<file path="src/rtl/qpu_lsu_agu_pkg.sv">
// Shared size encodings, FSM state codes and helpers for the LSU address-generation stage.
package qpu_lsu_agu_pkg;

   localparam logic [1:0] QPU_LSU_SIZE_B = 2'b00;
   localparam logic [1:0] QPU_LSU_SIZE_H = 2'b01;
   localparam logic [1:0] QPU_LSU_SIZE_W = 2'b10;

   localparam logic [1:0] AGU_ST_IDLE = 2'b00;
   localparam logic [1:0] AGU_ST_CMD  = 2'b01;
   localparam logic [1:0] AGU_ST_EXCP = 2'b10;

   // The reserved size code behaves exactly like a word access.
   function automatic logic [1:0] agu_norm_size(input logic [1:0] size);
      return (size == 2'b11) ? QPU_LSU_SIZE_W : size;
   endfunction

endpackage

</file>
<file path="src/rtl/qpu_lsu_agu_lanes.sv">
// Combinational byte-lane mask, replicated store data and alignment decode for one access.
// QPU_AGU_MISALGN_CHK_EN: flag misaligned accesses; otherwise low address bits are forced aligned.
module qpu_lsu_agu_lanes
   import qpu_lsu_agu_pkg::*;
#(
   parameter int XLEN = 32,
   parameter int AW   = 32
) (
   input  logic [1:0]        size,
   input  logic              load,
   input  logic [AW-1:0]     addr_raw,
   input  logic [XLEN-1:0]   rs2,
   output logic [AW-1:0]     addr,
   output logic [XLEN/8-1:0] wmask,
   output logic [XLEN-1:0]   wdata,
   output logic              misaligned
);

   localparam int MW = XLEN / 8;

   logic [1:0] sz;

   always_comb begin
      sz         = agu_norm_size(size);
      addr       = addr_raw;
      misaligned = 1'b0;
`ifdef QPU_AGU_MISALGN_CHK_EN
      misaligned = ((sz == QPU_LSU_SIZE_H) & addr_raw[0]) |
                   ((sz == QPU_LSU_SIZE_W) & (|addr_raw[1:0]));
`else
      if (sz == QPU_LSU_SIZE_H) begin
         addr[0] = 1'b0;
      end else if (sz == QPU_LSU_SIZE_W) begin
         addr[1:0] = 2'b00;
      end
`endif

      wmask = '0;
      if (!load) begin
         case (sz)
            QPU_LSU_SIZE_B: wmask = {{(MW-1){1'b0}}, 1'b1} << addr[1:0];
            QPU_LSU_SIZE_H: wmask = {{(MW-2){1'b0}}, 2'b11} << {addr[1], 1'b0};
            default:        wmask = '1;
         endcase
      end

      case (sz)
         QPU_LSU_SIZE_B: wdata = {(XLEN/8){rs2[7:0]}};
         QPU_LSU_SIZE_H: wdata = {(XLEN/16){rs2[15:0]}};
         default:        wdata = rs2;
      endcase
   end

endmodule

</file>
<file path="src/rtl/qpu_lsu_agu.sv">
// Load/store address generation: addr = rs1 + imm, lane mask/data, alignment check, ICB cmd out.
// Latency 1 (all outputs registered); one request per 2 cycles; dispatch stalled until cmd/excp taken.
// QPU_AGU_MISALGN_CHK_EN enables the misaligned-exception path; default build has no exceptions.
module qpu_lsu_agu
   import qpu_lsu_agu_pkg::*;
#(
   parameter int XLEN = 32,
   parameter int AW   = 32,
   parameter int TW   = 6
) (
   input  logic              clk,
   input  logic              rst_n,
   input  logic              agu_i_valid,
   output logic              agu_i_ready,
   input  logic [XLEN-1:0]   agu_i_rs1,
   input  logic [XLEN-1:0]   agu_i_imm,
   input  logic [XLEN-1:0]   agu_i_rs2,
   input  logic              agu_i_load,
   input  logic [1:0]        agu_i_size,
   input  logic [TW-1:0]     agu_i_itag,
   output logic              agu_icb_cmd_valid,
   input  logic              agu_icb_cmd_ready,
   output logic [AW-1:0]     agu_icb_cmd_addr,
   output logic              agu_icb_cmd_read,
   output logic [XLEN-1:0]   agu_icb_cmd_wdata,
   output logic [XLEN/8-1:0] agu_icb_cmd_wmask,
   output logic [TW-1:0]     agu_icb_cmd_itag,
   output logic              agu_excp_valid,
   input  logic              agu_excp_ready,
   output logic [AW-1:0]     agu_excp_badaddr,
   output logic              agu_excp_ld,
   output logic [TW-1:0]     agu_excp_itag,
   output logic              agu_active
);

   logic [1:0]        state;
   logic [XLEN-1:0]   sum;
   logic [AW-1:0]     addr_raw;
   logic [AW-1:0]     addr_nxt;
   logic [XLEN/8-1:0] wmask_nxt;
   logic [XLEN-1:0]   wdata_nxt;
   logic              misaligned;
   logic              accept;

   logic [AW-1:0]     addr_q;
   logic              read_q;
   logic [XLEN-1:0]   wdata_q;
   logic [XLEN/8-1:0] wmask_q;
   logic [TW-1:0]     itag_q;

   assign sum      = agu_i_rs1 + agu_i_imm;
   assign addr_raw = sum[AW-1:0];
   assign accept   = agu_i_valid & (state == AGU_ST_IDLE);

   qpu_lsu_agu_lanes #(
      .XLEN (XLEN),
      .AW   (AW)
   ) u_lanes (
      .size       (agu_i_size),
      .load       (agu_i_load),
      .addr_raw   (addr_raw),
      .rs2        (agu_i_rs2),
      .addr       (addr_nxt),
      .wmask      (wmask_nxt),
      .wdata      (wdata_nxt),
      .misaligned (misaligned)
   );

   always_ff @(posedge clk or negedge rst_n) begin
      if (!rst_n) begin
         state <= AGU_ST_IDLE;
      end else begin
         case (state)
            AGU_ST_IDLE: if (agu_i_valid) state <= misaligned ? AGU_ST_EXCP : AGU_ST_CMD;
            AGU_ST_CMD:  if (agu_icb_cmd_ready) state <= AGU_ST_IDLE;
            AGU_ST_EXCP: if (agu_excp_ready) state <= AGU_ST_IDLE;
            default:     state <= AGU_ST_IDLE;
         endcase
      end
   end

   // Payload only loads in IDLE, so it stays stable for as long as a handshake is stalled.
   always_ff @(posedge clk or negedge rst_n) begin
      if (!rst_n) begin
         addr_q  <= '0;
         read_q  <= 1'b0;
         wdata_q <= '0;
         wmask_q <= '0;
         itag_q  <= '0;
      end else if (accept) begin
         addr_q  <= addr_nxt;
         read_q  <= agu_i_load;
         wdata_q <= wdata_nxt;
         wmask_q <= wmask_nxt;
         itag_q  <= agu_i_itag;
      end
   end

   assign agu_i_ready       = (state == AGU_ST_IDLE);
   assign agu_active        = agu_i_valid | (state != AGU_ST_IDLE);

   assign agu_icb_cmd_valid = (state == AGU_ST_CMD);
   assign agu_icb_cmd_addr  = addr_q;
   assign agu_icb_cmd_read  = read_q;
   assign agu_icb_cmd_wdata = wdata_q;
   assign agu_icb_cmd_wmask = wmask_q;
   assign agu_icb_cmd_itag  = itag_q;

`ifdef QPU_AGU_MISALGN_CHK_EN
   assign agu_excp_valid    = (state == AGU_ST_EXCP);
   assign agu_excp_badaddr  = addr_q;
   assign agu_excp_ld       = read_q;
   assign agu_excp_itag     = itag_q;
`else
   assign agu_excp_valid    = 1'b0;
   assign agu_excp_badaddr  = '0;
   assign agu_excp_ld       = 1'b0;
   assign agu_excp_itag     = '0;
`endif

endmodule

</file>
<file path="config.mk">
export PLATFORM = sky130hd
export DESIGN_NAME = qpu_lsu_agu
export DESIGN_NICKNAME = d
export VERILOG_FILES = /design/src/rtl/qpu_lsu_agu_pkg.sv /design/src/rtl/qpu_lsu_agu_lanes.sv /design/src/rtl/qpu_lsu_agu.sv
export SDC_FILE = /design/constraint.sdc
export NUM_CORES = 1
export LEC_CHECK = 0
export BUFFER_PORTS_ARGS = -buffer_cell sky130_fd_sc_hd__buf_2
export CELL_PAD_IN_SITES_DETAIL_PLACEMENT = 1
export CELL_PAD_IN_SITES_GLOBAL_PLACEMENT = 2
export CORE_MARGIN = 2
export CORE_UTILIZATION = 30
export CTS_BUF_LIST = sky130_fd_sc_hd__clkbuf_8
export CTS_CLUSTER_DIAMETER = 200
export DETAILED_ROUTE_END_ITERATION = 10
export GPL_TIMING_DRIVEN = 0
export PLACE_DENSITY = 0.95
export SLEW_MARGIN = 20
export SYNTH_ARGS = -nofsm -noshare
export SYNTH_HDL_FRONTEND = slang
export SYNTH_SLANG_ARGS = --single-unit
export TNS_END_PERCENT = 20
</file>
<file path="constraint.sdc">
create_clock -name clk -period 3 [get_ports clk]
set_input_delay 0.6 -clock clk [delete_from_list [all_inputs] [get_ports clk]]
set_output_delay 0.6 -clock clk [all_outputs]
set_load 0.05 [all_outputs]
</file>
==> impl_metrics.tcl, run 1 <==
set metrics [dict create \
    drtIter0Drc 127 \
    dr.pass1.iters 4 \
    hold_path.class "input port to async pin" \
    cp.arrival_ns 2.98 \
    drive_gt1_share_pct 30.9 \
    synthTopCellsByArea "dfrtp_1 (36%), nand2_1 (8.2%), ha_1 (7.4%)" \
    die_w_um 136 \
    synth_compound_area_share_pct 21.3 \
    dp_slack_ns -0.130 \
    vdd_drop_max_v 0.000301 \
    cts_buffers 9 \
    max_stage_delay_ns 0.42 \
    ys_seq_area_share_pct 36.3 \
    synth_top_family_by_area "compound AO/OA/AOI/OAI gates" \
    tns_ns 0 \
    synthFlopType "dfrtp_1" \
    ant_nets 0 \
    grt_max_degree 50 \
    detail_route.drc_violations 0 \
    synthArstFlopShare_pct 100 \
    cts_root_buffer "clkbuf_8" \
    vias_per_cell 4.81 \
    crit_path_max_fanout 6 \
    synthMuxAreaShare_pct 4.78 \
    netlist_area_mm2 0.00524 \
    maxCapViolCount 0 \
    fin_nets 989 \
    clk_pin_slew_ns 0.09 \
    synth_most_common_cell "nand2_1" \
    critPathTopFamily "compound AO/OA/AOI/OAI gates" \
    timing.slew.headroom_pct 21.9 \
    critPathCaptureType "flip-flop" \
    cts.path.max_buffers 2 \
    ios 228 \
    antenna_found_initial 0 \
    synthXorXnorAreaFrac_pct 4.35 \
    clk_latency_ns 0.35 \
    slew_viol_final 0 \
    globalplace.congestion 0.811 \
    finalHoldViolCount 0 \
    maxClockFrequency_mhz 362 \
    rows 48 \
    setup_ws_ns 0.238 \
    synth.top_cells.by_count "nand2_1 (114), dfrtp_1 (76), a21oi_1 (59)" \
    yosys_warnings 0 \
    htree_levels 3 \
    wl_per_cell_um 16.3 \
    holdBufCountCts 0 \
    area_growth_pct 29.8 \
    routed_wirelength_um 17500 \
    port-buffer-count 185 \
    chipHeight_um 136 \
    cp_num_buf_inv 1 \
    cts_tree "yes" \
    startpoint_type "input port" \
    nFillCells 2181 \
    instances_no_fill 1077 \
    grt_pass1_vias 5282 \
    dr_total_vias 5178 \
    dpl.cell_count 1061 \
    cpMaxStageDelayCell "fa_1" \
    hpwl_um 14200 \
    synth.top_cell.area_share_pct 36.3 \
    finalSetupViolCount 0 \
    synth_edf_count 0 \
    grt_usage_pct 18.6 \
    netlist_instances 611 \
    cts_resized 0 \
    die-area_mm2 0.0185 \
    p_leak_nw 3.53 \
    synthAdderAreaFrac_pct 7.79 \
    finClkSkew_ns 0.0103 \
    syn_area_per_cell_um2 8.57 \
    num_antenna_cells 0 \
    grt_pass1_wl_um 27100 \
    overflow 0 \
    rsz0062_at_grt "no" \
    path_cells "buf_2 > ha_1 > fa_1 > a21o_1 > and3_4 > o311ai_2 > a21oi_2 > a31oi_1 > xor2_1 > o21ai_1" \
    tightest_slew_ns 1.17 \
    synth.distinct_cells 66 \
    yosys_register_bits 76 \
    post_cts_buffers 0 \
    coreArea_mm2 0.0172 \
    critPathKind "input port to flip-flop" \
    synthSimpleGateAreaFrac_pct 16.8 \
    critPathRequiredTime_ns 3.22 \
    start_util_pct 30.5 \
    yosysTopAreaCell "dfrtp_1" \
    status "finished, final reports clean" \
    fin_crit_sh_pct 92.1 \
    cts_num_sinks 76 \
    power-per-cell-area_mw_per_mm2 681 \
    fin_crit_ns 2.76 \
]
-- per-stage QoR --
step / power, mW / hold slack (ns) / area (µm²) / util (%)
after global placement: 3.88 / 0.446 / 6590 / 38.4
after detailed placement: 3.93 / 0.452 / 6620 / 38.5
final: 4.63 / 0.165 / 6800 / 39.6
after global routing: 4.88 / 0.184 / 6800 / 39.6
after floorplan: 3.25 / 0.304 / 5380 / -
after CTS: 4.67 / 0.164 / 6800 / 39.6
-- where the power goes --
part	internal, mW	leakage [nW]	switching, mW	total, mW
registers	1.30	0.919	0.154	1.45
clock network	0.322	0.0920	0.410	0.731
logic	0.612	2.52	1.83	2.44
total	2.23	3.53	2.39	4.63
-- state kept, by name (all words and copies together) (netlist names) --
| name | cells |
|---|---|
| agu_icb_cmd_addr | 32 |
| state | 1 |
| agu_icb_cmd_wdata | 32 |
| agu_icb_cmd_wmask | 4 |
| agu_icb_cmd_itag | 6 |
| agu_icb_cmd_read | 1 |
-- layout make-up --
cell class	count	area (µm²)	area share (%)
inverter	8	30.0	0.442
clock buffer	10	138	2.03
buffer	65	422	6.20
multi-input combinational	501	3030	44.6
sequential	76	1900	28.0
timing repair buffer	186	956	14.1
tap	225	282	4.14
clock inverter	6	40.0	0.589
-- cell usage in the layout (no fill, tap or decap), types with 5 or more instances in the layout --
cell type	instances
nand2b_1	5
clkbuf_1	15
ha_1	31
inv_1	8
mux2i_1	25
nand3_1	12
nor2_1	49
a21oi_1	59
buf_2	185
a211o_1	5
dfrtp_1	76
and3_1	5
buf_4	44
o21ai_0	35
xnor2_1	9
o211ai_1	5
nand2_1	114
o21ai_1	18
xor2_1	17
clkbuf_8	10
a21o_1	7
a31oi_1	5
conb_1	40
-- path summary, 6_finish.rpt --
kind | cells past startpoint | slack [ns] | to | from
worst max-delay path | 10 | 0.24 | agu_icb_cmd_addr[26]$_DFFE_PN0P_ | agu_i_rs1[0]
worst min-delay path | 1 | 0.17 | agu_icb_cmd_wdata[17]$_DFFE_PN0P_ | rst_n
worst max register to register | 7 | 0.84 | agu_icb_cmd_wmask[2]$_DFFE_PN0P_ | state[0]$_DFFE_PN0P_
worst min register to register | 2 | 0.47 | agu_icb_cmd_wmask[0]$_DFFE_PN0P_ | agu_icb_cmd_wmask[0]$_DFFE_PN0P_
max in group asynchronous | 2 | 2.23 | agu_icb_cmd_addr[3]$_DFFE_PN0P_ | rst_n
min in group clk | 2 | 0.42 | state[0]$_DFFE_PN0P_ | agu_icb_cmd_ready
-- worst register-to-register path, stage by stage, from the launching register on --
cell and delay, ns:
dfrtp_1 0.41, inv_1 0.07, nand2_1 0.16, buf_6 0.18
clkbuf_1 0.48, buf_1 0.57, nand2_1 0.12, o21ai_0 0.10
-- cell families (layout without fill, tap and decap cells) --
family	after synthesis	count (layout)
and+or+nand+nor	204	204
AOI/OAI and AO/OA	174	174
DFF	76	76
buffers and inverters	73	275
adders and majority gates	32	32
xor gates and xnor gates	26	26
muxes	25	25
other	1	40
-- layer usage --
| metal | vias up | routed length, µm | GRT usage [%] |
|---|---|---|---|
| li1 | 2536 | - | - |
| met1 | 2453 | 7670 | 22.8 |
| met2 | 172 | 8580 | 33.8 |
| met3 | 17 | 1040 | 2.50 |
| met4 | 0 | 229 | 5.03 |
| met5 | - | 0 | 0 |
Note: power is estimated with default switching activity, not from simulation.
==> run 2: changes to the inputs <==
--- a/config.mk
+++ b/config.mk
@@ -7,3 +7,2 @@
 export LEC_CHECK = 0
-export BUFFER_PORTS_ARGS = -buffer_cell sky130_fd_sc_hd__buf_2
 export CELL_PAD_IN_SITES_DETAIL_PLACEMENT = 1
@@ -11,3 +10,3 @@
 export CORE_MARGIN = 2
-export CORE_UTILIZATION = 30
+export CORE_UTILIZATION = 40
 export CTS_BUF_LIST = sky130_fd_sc_hd__clkbuf_8
@@ -15,2 +14,3 @@
 export DETAILED_ROUTE_END_ITERATION = 10
+export DONT_BUFFER_PORTS = 1
 export GPL_TIMING_DRIVEN = 0
--- a/constraint.sdc
+++ b/constraint.sdc
@@ -3,2 +3,2 @@
 set_output_delay 0.6 -clock clk [all_outputs]
-set_load 0.05 [all_outputs]
+set_load 0.01 [all_outputs]
==> impl_metrics.tcl, run 2 (synthesized netlist as in run 1, its figures left out) <==
set metrics [dict create \
    status "finished, final reports clean" \
    fin_crit_sh_pct 88.8 \
    drtIter0Drc 240 \
    final_cell_mix "nand2_1 (114), dfrtp_1 (76), a21oi_1 (59)" \
    fin_crit_ns 2.66 \
    ios 228 \
    dr_total_vias 4571 \
    nFillCells 1546 \
    ant_nets 0 \
    switchingPower_mw 1.37 \
    clk_pin_slew_ns 0.10 \
    critPathKind "input port to flip-flop" \
    crit_path_max_fanout 3 \
    power_switching_share_pct 38.1 \
    sequentialPowerShare_pct 46.4 \
    cts_num_sinks 76 \
    path_cells "ha_1 > fa_1 > a21o_1 > and3_4 > o311ai_2 > o211ai_2 > a31oi_1 > xor2_1 > o21ai_1" \
    timing.slew.headroom_pct 25.1 \
    cts_root_buffer "clkbuf_8" \
    dpl_cell_area_mm2 0.00560 \
    critPathCaptureType "flip-flop" \
    wl_per_cell_um 19.3 \
    maxClockFrequency_mhz 375 \
    grt.met1_usage_pct 25.8 \
    met3_usage_pct 6.85 \
    p_int_mw 2.23 \
    cts_resized 0 \
    cts_tree "yes" \
    area_growth_pct 12.1 \
    globalplace.congestion 0.867 \
    finalSetupViolCount 0 \
    cp_num_buf_inv 0 \
    vias_per_cell 5.45 \
    grt_pass1_wl_um 25800 \
    grt.busiest_layer "met2" \
    clk_latency_ns 0.36 \
    overflow 0 \
    grtUsageMet2_pct 41.5 \
    final_common_cell "nand2_1" \
    slew_viol_final 0 \
    tightest_slew_ns 1.12 \
    final_core_util_pct 46.1 \
    final_cell_area_mm2 0.00587 \
    grt_pass1_vias 4902 \
    rrSetupSlack_ns 0.76 \
    dr.pass1.iters 4 \
    num_antenna_cells 0 \
    rsz0062_at_grt "no" \
    htree_levels 3 \
    startpoint_type "input port" \
    die-area_mm2 0.0140 \
    drive_gt1_share_pct 11.7 \
    post_cts_buffers 0 \
    maxCapViolCount 0 \
    coreArea_mm2 0.0127 \
    p_leak_nw 2.81 \
    cts_buffers 9 \
    cts.path.max_buffers 2 \
    hpwl_um 12700 \
    max_stage_delay_ns 0.44 \
    finClkSkew_ns 0.00963 \
    finalHoldViolCount 0 \
    dpl.cell_count 822 \
    detail_route.drc_violations 0 \
    die_w_um 118 \
    rows 41 \
    multi_input_area_mm2 0.00303 \
    antenna_found_initial 0 \
    power-per-cell-area_mw_per_mm2 613 \
    port-buffer-count 0 \
    critPathTopFamily "compound AO/OA/AOI/OAI gates" \
    cpMaxStageDelayCell "o311ai_2" \
    critPathRequiredTime_ns 3.23 \
    grt_usage_pct 23.0 \
    start_util_pct 41.1 \
    hold_path.class "input port to async pin" \
    clockPowerShare_pct 27.8 \
    fin_nets 804 \
    instances_no_fill 839 \
    vdd_drop_max_v 0.000273 \
    chipHeight_um 118 \
    cp.arrival_ns 2.89 \
    routed_wirelength_um 16200 \
    grt_max_degree 77 \
    p_total_mw 3.60 \
    p_comb_share_pct 25.8 \
    regArea_mm2 0.00190 \
]
## run 2: area by class of cell
cell class | instances | area share [%]
multi-input combinational | 501 | 51.6
sequential | 76 | 32.4
buffer | 65 | 7.18
tap | 172 | 3.67
clock buffer | 9 | 2.11
clock inverter | 7 | 2.07
inverter | 8 | 0.512
timing repair buffer | 1 | 0.469
## run 2: worst reg2reg max path, stage by stage (launching register included)
cell and delay [ns]:
dfrtp_1 0.46, inv_1 0.13, nand2_1 0.17, buf_6 0.18, clkbuf_1 0.43, buf_1 0.50, nand2_1 0.13, o21ai_0 0.13
## run 2: power by group through the flow
stage                     sequential, mW  combinational (mW)  clock [mW]
final                               1.67               0.929        1.00
after global routing                1.71                1.05        1.06
after CTS                           1.67               0.931        1.02
after detailed placement            1.69               0.899           0
after floorplan                     1.59               0.709           0
after global placement              1.68               0.853           0
## run 2: timing repair
item                       4_1_cts  5_1_grt
hold endpoints to repair        76        0
setup endpoints to repair        0        0
hold buffers                     1        0
## run 2: per-stage QoR
| step | setup slack (ns) | TNS, ns | hold WS (ns) |
|---|---|---|---|
| 6_report | 0.335 | 0 | 0.117 |
| 5_1_grt | 0.203 | 0 | 0.141 |
| 4_1_cts | 0.342 | 0 | 0.134 |
| 3_5_place_dp | -0.0191 | -0.0191 | 0.306 |
| 3_3_place_gp | 0.0167 | 0 | 0.306 |
| 2_1_floorplan | 0.324 | 0 | 0.304 |
## run 2: metal layers
metal / vias up / wire, µm
met5: - / 0
met4: 0 / 370
met3: 29 / 1260
met2: 187 / 8150
met1: 2192 / 6390
li1: 2163 / -
## run 2: worst paths after layout
check	start	cells after the start	to
setup / recovery	agu_i_rs1[0]	9	agu_icb_cmd_addr[20]$_DFFE_PN0P_
hold / removal	rst_n	1	agu_icb_cmd_wdata[1]$_DFFE_PN0P_
setup reg to reg	state[0]$_DFFE_PN0P_	7	agu_icb_cmd_wdata[24]$_DFFE_PN0P_
hold reg to reg	agu_icb_cmd_addr[17]$_DFFE_PN0P_	2	agu_icb_cmd_addr[17]$_DFFE_PN0P_
max in group asynchronous	rst_n	1	agu_icb_cmd_addr[20]$_DFFE_PN0P_
min in group clk	agu_i_rs2[6]	2	agu_icb_cmd_wdata[6]$_DFFE_PN0P_
==> run 3: changes to the inputs <==
ABC_AREA = 1   (was not set)
CORE_UTILIZATION = 37   (was 40)
==> impl_metrics.tcl, run 3 <==
set metrics [dict create \
    chipHeight_um 129 \
    netlist_instances 876 \
    synthFlopType "dfrtp_1" \
    cts_buffers 9 \
    path_cells "ha_1 > fa_1 > nand3_1 > nand3_1 > a21oi_1 > o21ai_1 > nand2_1 > nand2_1 > o21ai_1" \
    cts.path.max_buffers 2 \
    drive_gt1_share_pct 9.98 \
    final_cell_mix "nand2_1 (346), inv_1 (110), dfrtp_1 (76)" \
    hold_path.class "input port to async pin" \
    cp.arrival_ns 2.34 \
    critPathCaptureType "flip-flop" \
    hpwl_um 14900 \
    num_antenna_cells 0 \
    post_cts_buffers 0 \
    grt_pass1_wl_um 27700 \
    final_core_util_pct 42.1 \
    cp_num_buf_inv 0 \
    critPathTopFamily "adder cells" \
    grt_usage_pct 21.3 \
    finalSetupViolCount 0 \
    vias_per_cell 4.80 \
    synthArstFlopShare_pct 100 \
    synth.distinct_cells 32 \
    worstReg2RegStart "state[0]$_DFFE_PN0P_" \
    routed_wirelength_um 17600 \
    die-area_mm2 0.0166 \
    fin_crit_ns 2.07 \
    start_util_pct 37.9 \
    crit_path_max_fanout 4 \
    synth.top_cell.area_share_pct 33.0 \
    wl_per_cell_um 15.7 \
    yosysTopAreaCell "dfrtp_1" \
    overflow 0 \
    critPathRequiredTime_ns 3.27 \
    area_growth_pct 11.1 \
    syn_area_per_cell_um2 6.58 \
    max_stage_delay_ns 0.48 \
    fin_nets 1069 \
    vdd_drop_max_v 0.000237 \
    antenna_found_initial 0 \
    p_leak_nw 3.63 \
    netlist_area_mm2 0.00576 \
    die_w_um 129 \
    maxClockFrequency_mhz 483 \
    critPathKind "input port to flip-flop" \
    nFillCells 2043 \
    final_common_cell "nand2_1" \
    ff2ff_path_depth 6 \
    status "finished, final reports clean" \
    maxCapViolCount 0 \
    tightest_slew_ns 0.534 \
    slew_viol_final 0 \
    coreArea_mm2 0.0152 \
    htree_levels 3 \
    cts_root_buffer "clkbuf_8" \
    grt_pass1_vias 5414 \
    cpMaxStageDelayCell "fa_1" \
    dr_total_vias 5374 \
    synth_edf_count 0 \
    timing.slew.headroom_pct 64.4 \
    holdBufCountCts 1 \
    drtIter0Drc 145 \
    clk_pin_slew_ns 0.09 \
    clk_latency_ns 0.35 \
    power-per-cell-area_mw_per_mm2 538 \
    yosys_register_bits 76 \
    rsz0062_at_grt "no" \
    ios 228 \
    cts_resized 0 \
    cts_num_sinks 76 \
    rrSetupSlack_ns 1.36 \
    cts_tree "yes" \
    synth_most_common_cell "nand2_1" \
    fin_crit_sh_pct 69.0 \
    finalHoldViolCount 0 \
    r2r-end "agu_icb_cmd_addr[31]$_DFFE_PN0P_" \
    detail_route.drc_violations 0 \
    rows 45 \
    tns_ns 0 \
    globalplace.congestion 0.875 \
    port-buffer-count 0 \
    ant_nets 0 \
    startpoint_type "input port" \
    synth.top_cells.by_count "nand2_1 (346), inv_1 (108), dfrtp_1 (76)" \
    yosys_warnings 0 \
    dr.pass1.iters 4 \
    grt_max_degree 77 \
    finClkSkew_ns 0.0113 \
    synthTopCellsByArea "dfrtp_1 (33%), nand2_1 (23%), inv_1 (7.0%)" \
    ys_seq_area_share_pct 33.0 \
]
run 3: report_power, final:
group	internal [mW]	leakage (nW)	switching, mW
sequential	1.27	0.939	0.334
clock	0.544	0.126	0.373
combinational	0.339	2.56	0.588
total	2.15	3.63	1.30
run 3: per-stage QoR:
stage / hold slack (ns) / setup WS [ns] / instances / power (mW) / instance area (µm²)
6_report: 0.124 / 0.931 / 1120 / 3.45 / 6400
5_1_grt: 0.141 / 0.750 / 1120 / 3.70 / 6400
4_1_cts: 0.146 / 0.930 / 1120 / 3.49 / 6400
3_5_place_dp: 0.307 / 0.556 / 1103 / 2.54 / 6150
3_3_place_gp: 0.307 / 0.586 / 1103 / 2.50 / 6150
2_1_floorplan: 0.304 / 0.954 / 915 / 2.24 / 5910
run 3: how the worst max path moves through the flow:
stage / start / to / cells past startpoint / slack [ns]
floorplan: agu_i_rs1[0] / agu_icb_cmd_addr[28]$_DFFE_PN0P_ / 10 / 0.95
global placement: agu_i_rs1[0] / agu_icb_cmd_addr[28]$_DFFE_PN0P_ / 10 / 0.59
detailed placement: agu_i_rs1[0] / agu_icb_cmd_addr[28]$_DFFE_PN0P_ / 10 / 0.56
CTS: agu_i_rs1[0] / agu_icb_cmd_addr[16]$_DFFE_PN0P_ / 9 / 0.93
global route: agu_i_rs1[0] / agu_icb_cmd_addr[28]$_DFFE_PN0P_ / 10 / 0.75
finish: agu_i_rs1[0] / agu_icb_cmd_addr[16]$_DFFE_PN0P_ / 9 / 0.93
run 3: routing by layer:
layer | part of all wire (%) | vias to the layer above | global-route usage, % | wire [µm]
li1 | - | 2739 | - | -
met1 | 43 | 2438 | 26.0 | 7650
met2 | 48 | 174 | 37.3 | 8380
met3 | 7.1 | 23 | 4.99 | 1260
met4 | 1.8 | 0 | 6.33 | 319
met5 | 0 | - | 0 | 0
run 3: area by class of cell:
type	count	area [µm²]	share of cell area [%]
Sequential cell	76	1900	29.7
Clock inverter	7	108	1.68
Multi-Input combinational cell	665	3180	49.7
Clock buffer	9	124	1.93
Tap cell	188	235	3.67
Buffer	61	400	6.25
Timing Repair Buffer	1	27.5	0.430
Inverter	113	424	6.62
run 3: worst reg2reg max path, delay by kind of cell, from the launching register on:
family,cells,cell delay [ns]
flops,1,0.44
buf+inv,3,0.63
simple gates,3,0.46
run 3: cell families after synthesis:
group / count (synthesis) / share of synthesized area [%]
compound gates: 98 / 8.81
xor+xnor: 15 / 2.28
fa+ha+maj: 32 / 7.08
buf+inv: 174 / 14.3
flops: 76 / 33.0
other cells: 1 / 0.0651
simple gates: 480 / 34.5
